File: config.mk
export PLATFORM = sky130hd
export DESIGN_NAME = mem_arbiter
export DESIGN_NICKNAME = d
export VERILOG_FILES = /design/src/rtl/mem_arbiter.sv
export SDC_FILE = /design/constraint.sdc
export NUM_CORES = 1
export LEC_CHECK = 0
export ABC_AREA = 1
export BUFFER_PORTS_ARGS = -buffer_cell sky130_fd_sc_hd__buf_2
export CAP_MARGIN = 20
export CORE_UTILIZATION = 30
export CTS_CLUSTER_SIZE = 14
export DETAILED_ROUTE_END_ITERATION = 8
export PLACE_DENSITY_LB_ADDON = 0.1
export SYNTH_ARGS = -nofsm -noshare
export SYNTH_HDL_FRONTEND = slang
export SYNTH_SLANG_ARGS = --single-unit
export TNS_END_PERCENT = 50
File: constraint.sdc
create_clock -name clk -period 11.75 [get_ports clk]
set_input_delay 1.175 -clock clk [delete_from_list [all_inputs] [get_ports clk]]
set_output_delay 1.175 -clock clk [all_outputs]
set_load 0.02 [all_outputs]
File: src/rtl/mem_arbiter.sv
// mem_arbiter: shares one RAM port between two masters.
//   m0 = core data port, m1 = loader/debug master. Only one access is in
//   flight at a time; each access walks IDLE -> ACCESS -> (WAIT) -> DONE.
//
// Build option: define ARB_FIXED_PRIO_EN to make m0 win every contention.
//   When it is left undefined, arbitration is round-robin on last_grant.
//
// Handshake: a master raises mX_req and holds it. The arbiter latches
//   we/addr/wd when it grants the request. It then pulses mX_ack for one cycle,
//   and mX_rd is valid in that same cycle. Anything the master changes after
//   the grant is ignored.
//
// Ports:
//   clk, reset            clock; asynchronous active-high reset
//   m0_req/we/addr/wd     master 0 request and payload (inputs)
//   m0_ack/rd             master 0 completion pulse and read data (outputs)
//   m1_*                  same set for master 1
//   ram_we/addr/wd        RAM strobe, address and write data (outputs)
//   ram_rd                RAM read data, valid RD_LAT cycles after address
//   dbg_state_o           current FSM state, for observation only
module mem_arbiter #(
  parameter int ADDR_W = 32,
  parameter int DATA_W = 32,
  parameter int RD_LAT = 1
) (
  input  logic              clk,
  input  logic              reset,
  input  logic              m0_req,
  input  logic              m0_we,
  input  logic [ADDR_W-1:0] m0_addr,
  input  logic [DATA_W-1:0] m0_wd,
  output logic              m0_ack,
  output logic [DATA_W-1:0] m0_rd,
  input  logic              m1_req,
  input  logic              m1_we,
  input  logic [ADDR_W-1:0] m1_addr,
  input  logic [DATA_W-1:0] m1_wd,
  output logic              m1_ack,
  output logic [DATA_W-1:0] m1_rd,
  output logic              ram_we,
  output logic [ADDR_W-1:0] ram_addr,
  output logic [DATA_W-1:0] ram_wd,
  input  logic [DATA_W-1:0] ram_rd,
  output logic [1:0]        dbg_state_o
);

  typedef enum logic [1:0] {
    S_IDLE   = 2'd0,
    S_ACCESS = 2'd1,
    S_WAIT   = 2'd2,
    S_DONE   = 2'd3
  } state_t;

  // The WAIT countdown starts at RD_LAT-1 so that the capture lands exactly
  // RD_LAT cycles after ACCESS. The 0 case only keeps the constant legal.
  localparam logic [2:0] WAIT_INIT = (RD_LAT > 0) ? 3'(RD_LAT - 1) : 3'd0;

  state_t              state_q, state_d;
  logic                owner_q, owner_d;          // 0 = m0, 1 = m1
  logic                last_grant_q, last_grant_d;
  logic                we_q, we_d;
  logic [ADDR_W-1:0]   addr_q, addr_d;
  logic [DATA_W-1:0]   wd_q, wd_d;
  logic [2:0]          cnt_q, cnt_d;
  logic [DATA_W-1:0]   m0_rd_q, m0_rd_d;
  logic [DATA_W-1:0]   m1_rd_q, m1_rd_d;

  logic                gnt_m1;
  logic                rd_load;
  logic [DATA_W-1:0]   rd_val;

  always_ff @(posedge clk or posedge reset) begin
    if (reset) begin
      state_q      <= S_IDLE;
      owner_q      <= 1'b0;
      last_grant_q <= 1'b1;   // m0 wins the first contention after reset
      we_q         <= 1'b0;
      addr_q       <= '0;
      wd_q         <= '0;
      cnt_q        <= 3'd0;
      m0_rd_q      <= '0;
      m1_rd_q      <= '0;
    end else begin
      state_q      <= state_d;
      owner_q      <= owner_d;
      last_grant_q <= last_grant_d;
      we_q         <= we_d;
      addr_q       <= addr_d;
      wd_q         <= wd_d;
      cnt_q        <= cnt_d;
      m0_rd_q      <= m0_rd_d;
      m1_rd_q      <= m1_rd_d;
    end
  end

  always_comb begin
    state_d      = state_q;
    owner_d      = owner_q;
    last_grant_d = last_grant_q;
    we_d         = we_q;
    addr_d       = addr_q;
    wd_d         = wd_q;
    cnt_d        = cnt_q;
    m0_rd_d      = m0_rd_q;
    m1_rd_d      = m1_rd_q;
    rd_load      = 1'b0;
    rd_val       = '0;

`ifdef ARB_FIXED_PRIO_EN
    gnt_m1 = ~m0_req;
`else
    // m1 wins alone, or on contention when m0 had the previous grant.
    gnt_m1 = m1_req & (~m0_req | ~last_grant_q);
`endif

    case (state_q)
      S_IDLE: begin
        if (m0_req || m1_req) begin
          owner_d      = gnt_m1;
          last_grant_d = gnt_m1;
          we_d         = gnt_m1 ? m1_we   : m0_we;
          addr_d       = gnt_m1 ? m1_addr : m0_addr;
          wd_d         = gnt_m1 ? m1_wd   : m0_wd;
          state_d      = S_ACCESS;
        end
      end
      S_ACCESS: begin
        if (we_q) begin
          rd_load = 1'b1;         // writes hand back zero data
          state_d = S_DONE;
        end else if (RD_LAT == 0) begin
          rd_load = 1'b1;
          rd_val  = ram_rd;
          state_d = S_DONE;
        end else begin
          cnt_d   = WAIT_INIT;
          state_d = S_WAIT;
        end
      end
      S_WAIT: begin
        if (cnt_q == 3'd0) begin
          rd_load = 1'b1;
          rd_val  = ram_rd;
          state_d = S_DONE;
        end else begin
          cnt_d = cnt_q - 3'd1;
        end
      end
      S_DONE: begin
        state_d = S_IDLE;
      end
      default: begin
        state_d = S_IDLE;
      end
    endcase

    // Read data is loaded into the owner's register on entry to DONE, so it
    // is valid during the ack cycle and holds afterwards.
    if (rd_load) begin
      if (owner_q) m1_rd_d = rd_val;
      else         m0_rd_d = rd_val;
    end
  end

  assign ram_we      = (state_q == S_ACCESS) & we_q;
  assign ram_addr    = addr_q;
  assign ram_wd      = wd_q;
  assign m0_ack      = (state_q == S_DONE) & ~owner_q;
  assign m1_ack      = (state_q == S_DONE) &  owner_q;
  assign m0_rd       = m0_rd_q;
  assign m1_rd       = m1_rd_q;
  assign dbg_state_o = state_q;

endmodule

==> results of run 1 <==
## final timing paths
| path | cells after the start | from | end | slack, ns |
|---|---|---|---|---|
| max | 7 | dbg_state_o[0] | m0_rd[18] | 8.49 |
| max reg2reg | 7 | dbg_state_o[0] | m0_rd[18] | 8.49 |
| min in group asynchronous | 2 | reset | ram_addr[31] | 0.85 |
| max in group asynchronous | 3 | reset | ram_wd[6] | 9.51 |
| min | 2 | ram_wd[9] | ram_wd[9] | 0.47 |
| min reg2reg | 2 | ram_wd[9] | ram_wd[9] | 0.47 |
## state kept, by name, indices dropped and copies added (netlist names)
name          cells
m0_rd            32
m1_rd            32
ram_addr         32
ram_wd           32
cnt_q             3
dbg_state_o       2
last_grant_q      1
owner_q           1
we_q              1
## power groups by stage
stage | Combinational [mW] | Clock (mW) | Sequential (mW)
final | 1.15 | 0.585 | 0.784
after global routing | 1.29 | 0.622 | 0.812
after CTS | 1.17 | 0.599 | 0.786
after detailed placement | 1.18 | 0 | 0.786
after global placement | 1.16 | 0 | 0.793
after floorplan | 0.578 | 0 | 1.02
## worst register-to-register path: cells and delay by family (launching register included)
| family | cells | cell delay, ns |
|---|---|---|
| simple gates | 5 | 2.25 |
| flops | 1 | 0.41 |
| fa+ha+maj | 1 | 0.34 |
| buf+inv | 1 | 0.14 |
## metrics by stage
stage / setup WS, ns / power [mW] / std cells / hold slack [ns]
2_1_floorplan: 6.937 / 1.600 / 832 / 0.4432
3_3_place_gp: 8.520 / 1.955 / 1358 / 0.4525
3_5_place_dp: 8.440 / 1.962 / 1358 / 0.4602
4_1_cts: 8.427 / 2.559 / 1390 / 0.4731
5_1_grt: 8.092 / 2.720 / 1392 / 0.4924
6_report: 8.494 / 2.519 / 1392 / 0.4705
## cell type report
class | instances | area, µm² | area share (%)
Sequential cell | 136 | 3405 | 38.36
Multi-Input combinational cell | 528 | 2525 | 28.45
Timing Repair Buffer | 304 | 1536 | 17.31
Clock buffer | 17 | 425.4 | 4.793
Inverter | 110 | 417.9 | 4.708
Tap cell | 280 | 350.3 | 3.947
Clock inverter | 15 | 211.5 | 2.382
Antenna cell | 2 | 5.005 | 0.05639
## synthesized netlist by cell type
master	number	share of area, %
buf_6	6	1.0
buf_4	4	0.45
or2_2	2	0.19
o21ai_1	1	0.075
buf_8	1	0.23
o211ai_1	65	7.3
nand3_1	5	0.38
o21ai_2	1	0.13
inv_1	107	6.0
buf_2	31	2.3
nand2_1	339	19
nand2_4	1	0.17
nand3_2	2	0.30
dfrtp_1	135	51
clkbuf_1	16	0.90
nand4_1	64	6.0
ha_1	7	1.3
dfstp_2	1	0.40
o21ai_0	4	0.30
inv_2	3	0.17
nand3_4	1	0.26
nor2_1	35	2.0
a21boi_0	1	0.11
## kinds of logic after synthesis
family / synth area share [%]
and+or+nand+nor: 28.42
AOI/OAI and AO/OA: 7.956
adders and majority gates: 1.316
DFF: 51.18
buffers and inverters: 11.13
## metal layers
| layer | track usage (%) | up-vias | wire [µm] |
|---|---|---|---|
| met4 | 4.900 | 4 | 274 |
| li1 | - | 3190 | - |
| met5 | 0 | - | 20 |
| met3 | 6.747 | 23 | 1789 |
| met1 | 22.85 | 2759 | 8847 |
| met2 | 28.56 | 215 | 9265 |
==> flow_summary_export.csv, run 1 <==
group,metric,value,unit
worst_setup_path,crit_top_cell,"nand2_1",
finish,fin_nets,1270,
global_route,grtUsageTotal,18.00,%
clock_network,root_buffer,"clkbuf_16",
worst_setup_path,slowest_delay,0.78,ns
detailed_routing,wirelength,20.20,mm
placement,place_area,8234,µm²
placement,dp_hpwl,13.47,mm
detailed_routing,first_iter_violations,302,
power,clkPwrFrac,23.2,%
detailed_routing,vias_per_cell,4.448,
worst_setup_path,start_kind,"flip-flop",
synth,syn_nets,1005,
power,p_int,1.361,mW
power,pwr-share-seq,31.1,%
timing,period_share,27.71,%
clock_network,path_clk_slew,0.06,ns
detailed_routing,vias,6191,
detailed_routing,ant_nets,0,
synth,syn_area,6653,µm²
timing,setup-tns-final,0,ns
global_route,grt_pass1_vias,5782,
power,p_sw,1.158,mW
synth,ys_types,23,
timing,worst_pin_slew,0.8870,ns
worst_setup_path,critPathSlowestCell,"nand3_2",
floorplanning,initial_core_util,30.58,%
timing,layout_min_cycle_time,3.256,ns
floorplanning,die_w,150.9,µm
clock_network,cts_tree,"yes",
detailed_routing,drt-pass1-iter-count,4,
finish,drive_above_1_share,31.53,%
floorplanning,core_area,21760,µm²
finish,finish.utilization,40.80,%
power,irDropWorstVdd,0.1307,mV
clock_network,post-cts-setup-buffer-count,0,
floorplanning,fp.dieH,150.9,µm
synth,synth-seq-cells,136,
global_route,grt_pass1_wl,31.43,mm
min_path,hold_class,"flip-flop to flip-flop",
worst_setup_path,crit_chain,"inv_1 > ha_1 > nand3_4 > nand2_4 > nand3_2 > nand2_1 > nand2_1",
clock_network,clock_path_buffers,2,
finish,mostFrequentLayoutCells,"nand2_1, buf_2, dfrtp_1",
placement,port_buffers,298,
global_route,antenna_found_initial,5,
timing,setup_viol,0,
global_route,overflow,0,
timing,rsz0062_at_grt,"no",
clock_network,cts_made_buffers,17,
worst_setup_path,cp.buffers_inverters,1,
outcome,status,"completed",
synth,syn_avg_cell_area,7.996,µm²
timing,skew,0.01079,ns
timing,slew_violations,0,
floorplanning,dieArea,22780,µm²
worst_setup_path,cp.required,12.04,ns
worst_setup_path,worst_ep_arrival_time,3.55,ns
floorplanning,num_rows,54,
clock_network,ctsHoldBuffers,0,
power,sw_frac_of_total,45.97,%
synth,yosys_warnings,0,
timing,hold_viol,0,
worst_setup_path,crit_family,"simple AND/OR/NAND/NOR gates",
clock_network,htree_levels,4,
clock_network,insertion_delay,0.42,ns
worst_setup_path,critPathKind,"flip-flop to flip-flop",
power,p_per_area,283.8,nW/µm²
job,max_cap_violations,0,
finish,final_area,8876,µm²
floorplanning,ios,299,
synth,ys_seq_area_share,51.18,%
finish,fill_cells,2298,
timing,max_freq,307.1,MHz
finish,syn2layout_area_growth,33.42,%
placement,globalplace.congestion,0.7520,
global_route,grt_max_degree,87,
timing,maxSlewHeadroom,40.87,%
worst_setup_path,cp_max_fo,66,
finish,layout_commonest_cell,"nand2_1",
power,combPwrFrac,45.7,%
detailed_routing,route.detailed.drc,0,
worst_setup_path,cp-end-kind,"flip-flop",
detailed_routing,wire_per_inst,14.51,µm
synth,synthCells,832,
clock_network,cts.sinks,136,
power,p_leak,5.374,nW
clock_network,post_cts_resized,0,
Note: power is estimated with default switching activity, not from simulation.
==> run 2, diff against run 1 <==
==> constraint.sdc (replaced) <==
create_clock -name clk -period 3 [get_ports clk]
set_input_delay 0.3 -clock clk [delete_from_list [all_inputs] [get_ports clk]]
set_output_delay 0.3 -clock clk [all_outputs]
set_load 0.02 [all_outputs]
==> run 2 against run 1 <==
Against the previous run:
- count of clock-buffer cells in the layout rose by 1
- global-route usage fell by 0.083 points
- first-iteration DRC count fell by 22%
- sequential cell count did not move
- power rose to 3.9 times the previous value
- hold slack got worse by 0.38 ns
- register-to-register slack got worse by 7.7 ns
- routed wire length fell by 1.1%
==> flow_summary_export.csv, run 2 (synthesis gave the netlist of run 1 again) <==
group,metric,value,unit
timing,hold_viol,0,
job,max_cap_violations,0,
global_route,antenna_found_initial,2,
clock_network,cts_made_buffers,17,
timing,period_share,72.93,%
power,p_leak,5.387,nW
worst_setup_path,cp.buffers_inverters,1,
worst_setup_path,start_kind,"flip-flop",
clock_network,clock_path_buffers,2,
clock_network,cts_tree,"yes",
min_path,hold_class,"input port to asynchronous set/reset pin",
global_route,overflow,0,
timing,setup_viol,0,
finish,final_area,8926,µm²
finish,layout_commonest_cell,"nand2_1",
clock_network,ctsHoldBuffers,0,
power,pwr-share-seq,31.5,%
clock_network,cts.sinks,136,
detailed_routing,drt-pass1-iter-count,5,
floorplanning,core_area,21760,µm²
detailed_routing,vias,6151,
clock_network,root_buffer,"clkbuf_16",
power,sw_frac_of_total,46.06,%
power,p_sw,4.552,mW
detailed_routing,wirelength,19.97,mm
clock_network,post-cts-setup-buffer-count,0,
finish,fill_cells,2330,
floorplanning,dieArea,22780,µm²
outcome,status,"completed",
worst_setup_path,critPathSlowestCell,"nand3_2",
floorplanning,die_w,150.9,µm
power,irDropWorstVdd,0.4181,mV
worst_setup_path,worst_ep_arrival_time,2.50,ns
finish,antenna_cells,0,
worst_setup_path,cp.required,3.31,ns
worst_setup_path,slowest_delay,0.60,ns
global_route,grt_pass1_vias,5955,
timing,maxSlewHeadroom,48.67,%
floorplanning,ios,299,
clock_network,post_cts_resized,0,
floorplanning,fp.dieH,150.9,µm
clock_network,htree_levels,4,
finish,mostFrequentLayoutCells,"nand2_1, buf_2, dfrtp_1",
worst_setup_path,cp-end-kind,"flip-flop",
detailed_routing,first_iter_violations,236,
global_route,grt_max_degree,137,
placement,place_area,8300,µm²
finish,fin_nets,1274,
timing,skew,0.01008,ns
detailed_routing,vias_per_cell,4.412,
timing,slew_violations,0,
placement,dp_hpwl,13.49,mm
global_route,grtUsageTotal,17.91,%
timing,setup-tns-final,0,ns
worst_setup_path,crit_top_cell,"nand2_1",
worst_setup_path,crit_family,"simple AND/OR/NAND/NOR gates",
worst_setup_path,critPathKind,"flip-flop to flip-flop",
timing,worst_pin_slew,0.7691,ns
power,p_per_area,1107,nW/µm²
placement,globalplace.congestion,0.7323,
placement,port_buffers,298,
timing,layout_min_cycle_time,2.188,ns
finish,drive_above_1_share,31.78,%
clock_network,path_clk_slew,0.06,ns
finish,syn2layout_area_growth,34.17,%
detailed_routing,wire_per_inst,14.33,µm
floorplanning,num_rows,54,
power,p_int,5.331,mW
detailed_routing,ant_nets,0,
power,total_power,9.884,mW
power,combPwrFrac,45.9,%
power,clkPwrFrac,22.6,%
worst_setup_path,crit_chain,"inv_1 > ha_1 > nand3_4 > nand2_4 > nand3_2 > nand2_1 > nand2_1",
detailed_routing,route.detailed.drc,0,
worst_setup_path,cp_max_fo,32,
timing,max_freq,457.0,MHz
floorplanning,initial_core_util,30.58,%
clock_network,insertion_delay,0.42,ns
global_route,grt_pass1_wl,31.21,mm
timing,rsz0062_at_grt,"no",
-- run 2: area by class of cell --
type / instances / area (µm²) / area share (%)
multi-input cells: 528 / 2525 / 28.29
clock buffers: 18 / 439.2 / 4.920
inverters: 110 / 416.7 / 4.668
flip-flops and latches: 136 / 3405 / 38.14
clock inverters: 14 / 186.4 / 2.089
repair buffers: 308 / 1604 / 17.97
well taps: 280 / 350.3 / 3.925
-- run 2: path summary, 6_finish.rpt --
| kind | start | end | slack, ns | cells past startpoint |
|---|---|---|---|---|
| min in group clk | m1_addr[30] | ram_addr[30] | 0.12 | 3 |
| worst min-delay path | reset | m1_rd[3] | 0.09 | 3 |
| max in group asynchronous | reset | ram_addr[17] | 2.33 | 3 |
| worst min register to register | last_grant_q | last_grant_q | 0.47 | 2 |
| worst max-delay path | dbg_state_o[0] | m1_rd[6] | 0.81 | 7 |
| worst max register to register | dbg_state_o[0] | m1_rd[6] | 0.81 | 7 |
-- run 2: power groups by stage --
stage	clock [mW]	combinational, mW	sequential [mW]
6_report	2.23	4.54	3.11
5_1_grt	2.37	5.06	3.22
3_3_place_gp	0	4.58	3.15
2_1_floorplan	0	2.26	4.00
3_5_place_dp	0	4.63	3.12
4_1_cts	2.29	4.62	3.12
-- run 2: per-stage QoR --
stage                     hold WS (ns)  utilization, %  setup slack [ns]  cells
after floorplan                 0.4299               -             1.008    832
after global placement          0.4575           38.15            0.8548   1362
after detailed placement        0.4601           38.15            0.7814   1362
after CTS                       0.1031           41.03            0.7736   1394
after global routing            0.1098           41.03            0.5531   1394
final                          0.08993           41.03            0.8120   1394
-- run 2: routing by layer --
metal  vias to the layer above  part of all wire (%)  track usage, %
li1                       3184                     -               -
met1                      2702                    44           22.29
met2                       240                    45           28.56
met3                        23                   9.4           6.566
met4                         2                   1.7           6.050
met5                         -                 0.050               0
-- run 2: worst reg2reg max path, delay by kind of cell (launching register included) --
kind / cells / cell delay (ns)
adder cells (fa/ha/maj): 1 / 0.33
buffers and inverters: 1 / 0.13
flip-flops: 1 / 0.41
AND/OR/NAND/NOR: 5 / 1.21
==> run 3, diff against run 2 <==
==> constraint.sdc (replaced) <==
create_clock -name clk -period 2.13 [get_ports clk]
set_input_delay 0.213 -clock clk [delete_from_list [all_inputs] [get_ports clk]]
set_output_delay 0.213 -clock clk [all_outputs]
set_load 0.02 [all_outputs]
==> run 3 against run 2 <==
Against the previous run:
- the flow now finishes with violations (DRC)
- sequential power up 40%
- sequential share of layout area down 0.62 points
- setup slack worse by 0.49 ns
- die area unchanged
- routed wire length up 1.1%
- combinational power up 46%
- critical path type unchanged
- highest routed layer is now met4
- critical path depth unchanged
- non-clock buffer count up 9
- sequential cell count unchanged
- largest cell class unchanged
- fmax up 21%
==> flow_summary_export.csv, run 3 (synthesis gave the netlist of run 1 again) <==
group,metric,value,unit
worst_setup_path,crit_chain,"inv_1 > ha_1 > nand3_4 > nand2_4 > buf_4 > nand4_1 > nand2_1",
worst_setup_path,worst_ep_arrival_time,2.16,ns
worst_setup_path,cp_max_fo,42,
placement,port_buffers,298,
detailed_routing,wirelength,20.19,mm
finish,syn2layout_area_growth,36.37,%
detailed_routing,route.detailed.drc,1,
clock_network,insertion_delay,0.42,ns
worst_setup_path,cp.required,2.49,ns
power,p_sw,6.501,mW
timing,max_freq,554.4,MHz
global_route,grt_pass1_vias,5986,
worst_setup_path,slowest_delay,0.41,ns
global_route,grt_pass1_wl,32.06,mm
placement,globalplace.congestion,0.7754,
clock_network,clock_path_buffers,2,
outcome,violations,"DRC",
detailed_routing,first_iter_violations,238,
global_route,gr-usage-met2,29.66,%
worst_setup_path,critPathSlowestCell,"dfrtp_1",
detailed_routing,vias,6300,
global_route,grtUsageTotal,18.25,%
placement,dp_hpwl,14.03,mm
timing,period_share,84.69,%
power,p_leak,5.468,nW
worst_setup_path,cp.buffers_inverters,2,
clock_network,cts_tree,"yes",
finish,drive_above_1_share,32.24,%
timing,rsz0062_at_grt,"no",
worst_setup_path,critPathKind,"flip-flop to flip-flop",
worst_setup_path,crit_family,"buffers and inverters",
worst_setup_path,r2r_slack,0.33,ns
finish,mostFrequentLayoutCells,"nand2_1, buf_2, dfrtp_1",
finish,fin_nets,1283,
floorplanning,fp.dieH,150.9,µm
power,p_per_area,1574,nW/µm²
global_route,use_met1,23.33,%
global_route,overflow,0,
floorplanning,num_rows,54,
timing,slew_violations,0,
finish,antenna_cells,0,
floorplanning,die_w,150.9,µm
clock_network,post_cts_resized,0,
global_route,use_met3,5.241,%
clock_network,cts.sinks,136,
finish,layout_commonest_cell,"nand2_1",
finish,multi_input_area,2525,µm²
worst_setup_path,start_kind,"flip-flop",
job,max_cap_violations,0,
clock_network,cts_made_buffers,17,
power,sw_frac_of_total,45.53,%
outcome,status,"finished with violations",
power,p_int,7.779,mW
clock_network,path_clk_slew,0.07,ns
floorplanning,dieArea,22780,µm²
power,irDropWorstVdd,0.8931,mV
timing,worst_pin_slew,0.7400,ns
power,clkPwrFrac,22.9,%
clock_network,post-cts-setup-buffer-count,0,
power,pwr-share-seq,30.5,%
floorplanning,ios,299,
floorplanning,initial_core_util,30.58,%
timing,maxSlewHeadroom,50.67,%
min_path,hold_class,"input port to flip-flop",
timing,skew,0.01459,ns
global_route,busiest_layer,"met2",
timing,hold_viol,0,
clock_network,htree_levels,4,
floorplanning,core_area,21760,µm²
timing,layout_min_cycle_time,1.804,ns
global_route,grt_max_degree,76,
detailed_routing,ant_nets,0,
finish,fill_cells,2298,
worst_setup_path,cp-end-kind,"flip-flop",
global_route,antenna_found_initial,0,
detailed_routing,vias_per_cell,4.490,
power,combPwrFrac,46.6,%
detailed_routing,wire_per_inst,14.39,µm
timing,setup_viol,0,
clock_network,ctsHoldBuffers,1,
finish,regArea,3405,µm²
detailed_routing,drt-pass1-iter-count,6,
timing,timing.hold.ws,0.03525,ns
timing,setup-tns-final,0,ns
clock_network,root_buffer,"clkbuf_16",
run 3: cell count changes in the layout (fill, tap and decap cells not counted), sizes merged:
cell,before,now
buf,308,316
clkinvlp,3,1
inv,115,114
dlygate4sd3,0,1
bufinv,3,4
clkinv,3,5
run 3: through the flow:
step,util (%),instance area [µm²],worst slack [ns],power (mW),cells
after global placement,38.66,8411,0.3509,11.17,1370
after detailed placement,38.66,8411,0.3337,11.15,1370
final,41.70,9072,0.3261,14.28,1403
after global routing,41.70,9072,0.1508,15.36,1403
after CTS,41.70,9072,0.2793,14.50,1403
after floorplan,-,6656,0.2247,8.827,832
run 3: final cells by class:
cell class	count	share of cell area, %
multi-input cells	528	27.83
flip-flops and latches	136	37.53
repair buffers	317	19.00
well taps	280	3.862
inverters	110	4.592
clock buffers	18	4.841
clock inverters	14	2.345
run 3: worst paths after layout:
path / start / cells after the start / endpoint
max: dbg_state_o[0] / 7 / m1_rd[15]
min: m1_addr[30] / 3 / ram_addr[30]
max reg2reg: dbg_state_o[0] / 7 / m1_rd[15]
min reg2reg: last_grant_q / 2 / last_grant_q
max in group asynchronous: reset / 4 / last_grant_q
min in group asynchronous: reset / 4 / ram_wd[14]
run 3: per-layer routing:
metal,vias to the layer above,routed length [µm]
met5,-,0
met4,0,226
met3,16,1575
met2,225,9408
met1,2847,8983
li1,3212,-
run 3: worst min-delay path, cell delays in order:
cell and delay [ns]:
buf_2 0.08, o211ai_1 0.08, nand2_1 0.06
run 3: power groups by stage:
| stage | clock, mW | sequential (mW) | combinational (mW) |
|---|---|---|---|
| CTS | 3.37 | 4.37 | 6.76 |
| floorplan | 0 | 5.64 | 3.19 |
| global placement | 0 | 4.42 | 6.75 |
| finish | 3.27 | 4.36 | 6.65 |
| global route | 3.48 | 4.50 | 7.38 |
| detailed placement | 0 | 4.37 | 6.78 |
